File: src/rtl/playback_timer.sv
// Purpose: BCD mm:ss track timer with prescaler, up/down count, preload, done flag and wrap pulse.
// Latency: digits, done, wrap and load_err are registered; a tick or load is visible 1 clk later.
// Backpressure: none; count=0 holds all state, and clear > load > tick resolves same-cycle requests.
// Optional build macro PLAYBACK_TIMER_7SEG_EN adds 7-segment outputs ({g,f,e,d,c,b,a}, active high).
module playback_timer #(
  parameter int MIN_DIGITS = 2,
  parameter int TICK_DIV   = 1,
  parameter int STEP_W     = 6
) (
  input  logic                    clk,
  input  logic                    reset,
  input  logic                    count,
  input  logic                    clear,
  input  logic                    dir,
  input  logic [STEP_W-1:0]       step,
  input  logic                    load,
  input  logic [4*MIN_DIGITS-1:0] load_min,
  input  logic [3:0]              load_sec1,
  input  logic [3:0]              load_sec0,
  output logic [3:0]              seconds0,
  output logic [3:0]              seconds1,
  output logic [4*MIN_DIGITS-1:0] minutes,
  output logic                    done,
  output logic                    wrap,
  output logic                    load_err
`ifdef PLAYBACK_TIMER_7SEG_EN
  ,
  output logic [6:0]              seg_s0,
  output logic [6:0]              seg_s1,
  output logic [7*MIN_DIGITS-1:0] seg_min
`endif
);

  localparam int LW   = 4 * MIN_DIGITS;
  // Largest displayable time in seconds, e.g. 99:59 -> 5999 for two minute digits.
  localparam int MAXT = (10 ** MIN_DIGITS) * 60 - 1;
  // Wide enough to hold MAXT plus the largest step before the wrap correction.
  localparam int TW   = $clog2(MAXT + (1 << STEP_W) + 1);
  localparam int PW   = (TICK_DIV > 1) ? $clog2(TICK_DIV) : 1;

  logic [PW-1:0] pre;
  logic          load_ok;
  logic          tick;
  logic [TW-1:0] t_cur;
  logic [TW-1:0] t_sum;
  logic [TW-1:0] t_next;
  logic          wrap_next;
  logic          done_next;

  // BCD digits -> total seconds (cheap multiply-accumulate by constants).
  function automatic logic [TW-1:0] to_bin(input logic [LW-1:0] m,
                                           input logic [3:0] s1,
                                           input logic [3:0] s0);
    logic [TW-1:0] acc;
    acc = '0;
    for (int i = MIN_DIGITS - 1; i >= 0; i--) begin
      acc = acc * TW'(10) + TW'(m[4*i +: 4]);
    end
    return acc * TW'(60) + TW'(s1) * TW'(10) + TW'(s0);
  endfunction

  // Total seconds -> {minutes, tens of seconds, units of seconds} in BCD.
  function automatic logic [LW+7:0] to_bcd(input logic [TW-1:0] t);
    logic [TW-1:0] m;
    logic [TW-1:0] r;
    logic [LW+7:0] d;
    m      = t / TW'(60);
    r      = t - m * TW'(60);
    d      = '0;
    d[3:0] = 4'(r % TW'(10));
    d[7:4] = 4'(r / TW'(10));
    for (int i = 0; i < MIN_DIGITS; i++) begin
      d[8 + 4*i +: 4] = 4'(m % TW'(10));
      m               = m / TW'(10);
    end
    return d;
  endfunction

  // Load is accepted only when every digit is a legal BCD value and tens of seconds <= 5.
  always_comb begin
    load_ok = (load_sec1 <= 4'd5) && (load_sec0 <= 4'd9);
    for (int i = 0; i < MIN_DIGITS; i++) begin
      if (load_min[4*i +: 4] > 4'd9) load_ok = 1'b0;
    end
  end

  // A tick fires on the last prescaler phase of an enabled cycle that is not a clear/load.
  assign tick  = count && !clear && !load && (pre == PW'(TICK_DIV - 1));
  assign t_cur = to_bin(minutes, seconds1, seconds0);
  assign t_sum = t_cur + TW'(step);

  // Next time value on a tick: modular add going up, saturating subtract going down.
  always_comb begin
    t_next    = t_cur;
    wrap_next = 1'b0;
    done_next = done;
    if (!dir) begin
      if (t_sum > TW'(MAXT)) begin
        t_next    = t_sum - TW'(MAXT + 1);
        wrap_next = 1'b1;
      end else begin
        t_next = t_sum;
      end
    end else if (!done) begin
      // Once done, down ticks leave the value alone; otherwise clamp at zero.
      t_next = (t_cur > TW'(step)) ? (t_cur - TW'(step)) : '0;
      if (t_next == '0) done_next = 1'b1;
    end
  end

  // Timer state: clear beats load, load beats tick; pulses default low every cycle.
  always_ff @(posedge clk or negedge reset) begin
    if (!reset) begin
      pre      <= '0;
      minutes  <= '0;
      seconds1 <= '0;
      seconds0 <= '0;
      done     <= 1'b0;
      wrap     <= 1'b0;
      load_err <= 1'b0;
    end else begin
      wrap     <= 1'b0;
      load_err <= 1'b0;
      if (clear) begin
        pre      <= '0;
        minutes  <= '0;
        seconds1 <= '0;
        seconds0 <= '0;
        done     <= 1'b0;
      end else if (load) begin
        if (load_ok) begin
          pre      <= '0;
          minutes  <= load_min;
          seconds1 <= load_sec1;
          seconds0 <= load_sec0;
          done     <= 1'b0;
        end else begin
          load_err <= 1'b1;
        end
      end else if (count) begin
        if (tick) begin
          pre                              <= '0;
          {minutes, seconds1, seconds0}    <= to_bcd(t_next);
          wrap                             <= wrap_next;
          done                             <= done_next;
        end else begin
          pre <= pre + PW'(1);
        end
      end
    end
  end

`ifdef PLAYBACK_TIMER_7SEG_EN
  // One BCD digit to segments {g,f,e,d,c,b,a}; non-BCD codes blank the digit.
  function automatic logic [6:0] seg7(input logic [3:0] d);
    logic [6:0] s;
    case (d)
      4'd0:    s = 7'b0111111;
      4'd1:    s = 7'b0000110;
      4'd2:    s = 7'b1011011;
      4'd3:    s = 7'b1001111;
      4'd4:    s = 7'b1100110;
      4'd5:    s = 7'b1101101;
      4'd6:    s = 7'b1111101;
      4'd7:    s = 7'b0000111;
      4'd8:    s = 7'b1111111;
      4'd9:    s = 7'b1101111;
      default: s = 7'b0000000;
    endcase
    return s;
  endfunction

  // Segment outputs follow the registered digits in the same cycle.
  always_comb begin
    seg_s0  = seg7(seconds0);
    seg_s1  = seg7(seconds1);
    seg_min = '0;
    for (int i = 0; i < MIN_DIGITS; i++) begin
      seg_min[7*i +: 7] = seg7(minutes[4*i +: 4]);
    end
  end
`else
  // Segment decoding is done by external driver7seg instances in this build.
`endif

endmodule

File: config.mk
export PLATFORM = sky130hd
export DESIGN_NAME = playback_timer
export DESIGN_NICKNAME = d
export VERILOG_FILES = /design/src/rtl/playback_timer.sv
export SDC_FILE = /design/constraint.sdc
export NUM_CORES = 1
export LEC_CHECK = 0
export CAP_MARGIN = 20
export CELL_PAD_IN_SITES_DETAIL_PLACEMENT = 0
export CELL_PAD_IN_SITES_GLOBAL_PLACEMENT = 1
export CORE_MARGIN = 2
export CORE_UTILIZATION = 45
export CTS_CLUSTER_DIAMETER = 200
export DETAILED_ROUTE_END_ITERATION = 12
export DONT_BUFFER_PORTS = 1
export PLACE_DENSITY_LB_ADDON = 0.1
export SLEW_MARGIN = 10
export SYNTH_ARGS = -nofsm -noshare
export SYNTH_HDL_FRONTEND = slang
export SYNTH_SLANG_ARGS = --single-unit
File: constraint.sdc
create_clock -name clk -period 17.97 [get_ports clk]
set_clock_uncertainty 0.05 [all_clocks]
set_input_delay 1.797 -clock clk [delete_from_list [all_inputs] [get_ports clk]]
set_output_delay 1.797 -clock clk [all_outputs]
set_load 0.05 [all_outputs]
==> flow_metrics.py <==
metrics = {
    "floorplan": {
        "fp.coreArea_mm2": 0.0212,
        "pin_count": 47,
        "rows": 53,
        "die_h_um": 151,
        "die_area_mm2": 0.0228,
        "dieWidth_um": 151,
        "start_util": 0.461,
    },
    "drt": {
        "routedWlPerCell_um": 19.2,
        "drt-initial-drc-count": 661,
        "wl_met3_um": 1500,
        "drc": 0,
        "viasPerCell": 6.24,
        "ant_nets": 0,
        "route.met2.wl_um": 14800,
        "drt_pre_antenna_iters": 6,
        "vias": 10300,
        "met1_length_um": 14300,
        "wl_um": 31500,
        "highest_layer": "met5",
    },
    "synthesis": {
        "synth.avg_cell_area_um2": 7.34,
        "ys_seq_area_frac": 0.0514,
        "ys_async_sr_fraction": 1.00,
        "synth_fp_nets": 1490,
        "yosys_warnings": 0,
        "synth_area_leader_cell": "ha_1",
        "synthTopCellsByArea": "ha_1, fa_1, dfrtp_1",
        "syn-cell-area_mm2": 0.00974,
        "ys_ff_latch": 20,
        "synth_cells": 1327,
        "synth.distinct_cells": 120,
        "synth-edff-count": 0,
        "synth_ff_type": "dfrtp_1",
        "synth_top_area_frac": 0.134,
    },
    "finish": {
        "diodes": 0,
        "drive_above_1_share": 0.182,
        "stdcell_area_mm2": 0.0111,
        "n_fill_cell": 2103,
        "final_nets": 1533,
        "multi_input_area_mm2": 0.00909,
        "register_area_um2": 503,
        "area_growth_pct": 13.9,
    },
    "timing": {
        "report.final.slew_viol_count": 0,
        "fin_crit_ps": 17200,
        "whs_ps": 432,
        "setup_violations": 0,
        "finalHoldViolCount": 0,
        "post-route-period-util": 0.957,
        "tightest_slew_ps": 947,
        "max_freq_mhz": 58.2,
        "max_slew_margin": 0.369,
    },
    "place": {
        "io_buffers": 0,
        "dpl_cell_area_mm2": 0.0104,
        "gp_congestion": 0.938,
        "dp_hpwl_um": 25800,
    },
    "clocking": {
        "cts_made_buffers": 3,
        "cts_root_buf": "clkbuf_16",
        "cts_hold_buf": 0,
        "clockBufferDepth": 2,
        "clk_pin_slew_ps": 60,
        "clkLatencyLatePin_ps": 260,
        "cts_max_level": 1,
        "tritoncts": "built",
        "clkSinkCount": 20,
    },
    "grt": {
        "antenna_found_initial": 1,
        "grt_pass1_wl_um": 49400,
        "grt_pass1_vias": 9309,
        "grt_max_degree": 30,
        "overflow": 0,
        "grt_util_all_layers": 0.267,
    },
    "run_status": {
        "outcome": "finished clean",
    },
    "setup_path": {
        "cp-end-kind": "flip-flop",
        "cpMostUsedCell": "fa_1",
        "crit_type": "reg -> reg",
        "regToRegSetupSlack_ps": 770,
        "worst-endpoint-required_ps": 18100,
        "crit_arrival_ps": 17330,
        "reg2regPathDepth": 69,
        "slowest_delay_ps": 560,
        "start_kind": "flip-flop",
        "slowest_stage": "o41a_1",
        "rr_startpoint": "minutes[1]",
        "cp_max_fo": 8,
        "r2r-end": "seconds0[2]",
    },
    "job": {
        "max-cap-violations": 0,
    },
    "hold_path": {
        "min_to": "pre",
        "min_delay_path_depth": 1,
        "hp-class": "reg -> reg",
        "worstHoldStart": "pre",
    },
}
## cells by family (layout without fill, tap and decap cells)
| group | Yosys count | after routing | synth area share |
|---|---|---|---|
| AOI/OAI and AO/OA | 451 | 451 | 0.338 |
| buffers and inverters | 153 | 195 | 0.0632 |
| muxes | 18 | 18 | 0.0196 |
| and+or+nand+nor | 470 | 470 | 0.252 |
| adders and majority gates | 138 | 138 | 0.200 |
| DFF | 20 | 20 | 0.0514 |
| xor gates and xnor gates | 77 | 77 | 0.0751 |
## synth_stat cells (all sizes together), types with 14 or more instances
library cell,number
nor2b,19
nor2,113
fa,31
ha,104
a21oi,94
a211oi,16
or3,18
a31oi,28
and2,20
a21o,25
nor3,51
dfrtp,20
or2,18
o21ai,82
nand2b,18
nand2,89
nand3,51
o211ai,19
buf,14
xor2,22
inv,100
nand4,15
clkbuf,37
xnor2,51
## worst max path at each step
stage	startpoint	endpoint	slack (ps)	cells past startpoint
floorplan	minutes[6]	seconds0[2]	10	73
global placement	minutes[1]	seconds0[2]	100	66
detailed placement	minutes[1]	seconds0[2]	-210	67
CTS	minutes[1]	seconds0[2]	4	66
global route	minutes[1]	seconds0[2]	-40	71
finish	minutes[1]	seconds0[2]	770	69
## critical path: cells and delay by family (launching register included)
| kind | cells | cell delay, ps |
|---|---|---|
| muxes | 3 | 790 |
| xor gates and xnor gates | 2 | 320 |
| AOI/OAI and AO/OA | 25 | 5660 |
| adders and majority gates | 14 | 5400 |
| DFF | 1 | 400 |
| buffers and inverters | 11 | 1130 |
| and+or+nand+nor | 14 | 3370 |
## flip-flops by register name, indices dropped and copies added (netlist names)
register  flops
seconds1      4
done          1
load_err      1
pre           1
seconds0      4
minutes       8
wrap          1
## routing by layer
layer	up-vias	track usage
li1	5061	-
met2	287	0.456
met1	4858	0.360
met5	-	0
met3	50	0.0247
met4	2	0.0729
## cell type report
| type | instances | share of cell area |
|---|---|---|
| Multi-Input combinational cell | 1154 | 0.819 |
| Timing Repair Buffer | 89 | 0.0605 |
| Sequential cell | 20 | 0.0453 |
| Inverter | 102 | 0.0348 |
| Tap cell | 275 | 0.0310 |
| Clock buffer | 3 | 0.00676 |
| Clock inverter | 1 | 0.00271 |
## metrics by stage
step	TNS (ps)	instances	setup slack, ps	utilization
floorplan	0	1327	11.4	-
global placement	0	1626	103	0.493
detailed placement	-390	1626	-211	0.493
CTS	0	1630	3.81	0.499
global route	-43.7	1644	-43.7	0.525
finish	0	1644	775	0.525
## cells in the final DEF (no fill, tap or decap), types with 16 or more instances in the layout
| cell | n |
|---|---|
| buf_4 | 88 |
| xor2_1 | 18 |
| nor2b_1 | 18 |
| and2_1 | 18 |
| inv_1 | 93 |
| a21o_1 | 24 |
| nand2b_1 | 16 |
| nor2_1 | 111 |
| nand2_1 | 85 |
| xnor2_1 | 45 |
| ha_1 | 102 |
| fa_1 | 31 |
| o211ai_1 | 17 |
| nor3_1 | 39 |
| dfrtp_1 | 18 |
| a31oi_1 | 24 |
| nand3_1 | 48 |
| or3_1 | 17 |
| or2_2 | 16 |
| a21oi_1 | 77 |
| o21ai_0 | 64 |
## what timing repair did
action / in CTS / in global routing
setup endpoints to repair: 4 / 4
buffers inserted: 0 / 14
pin swaps: 0 / 13
resized for setup: 5 / 91
cloned: 0 / 0
Power is not shown: default switching activity piles up to over one toggle a cycle in this logic, so the estimate is an artifact.
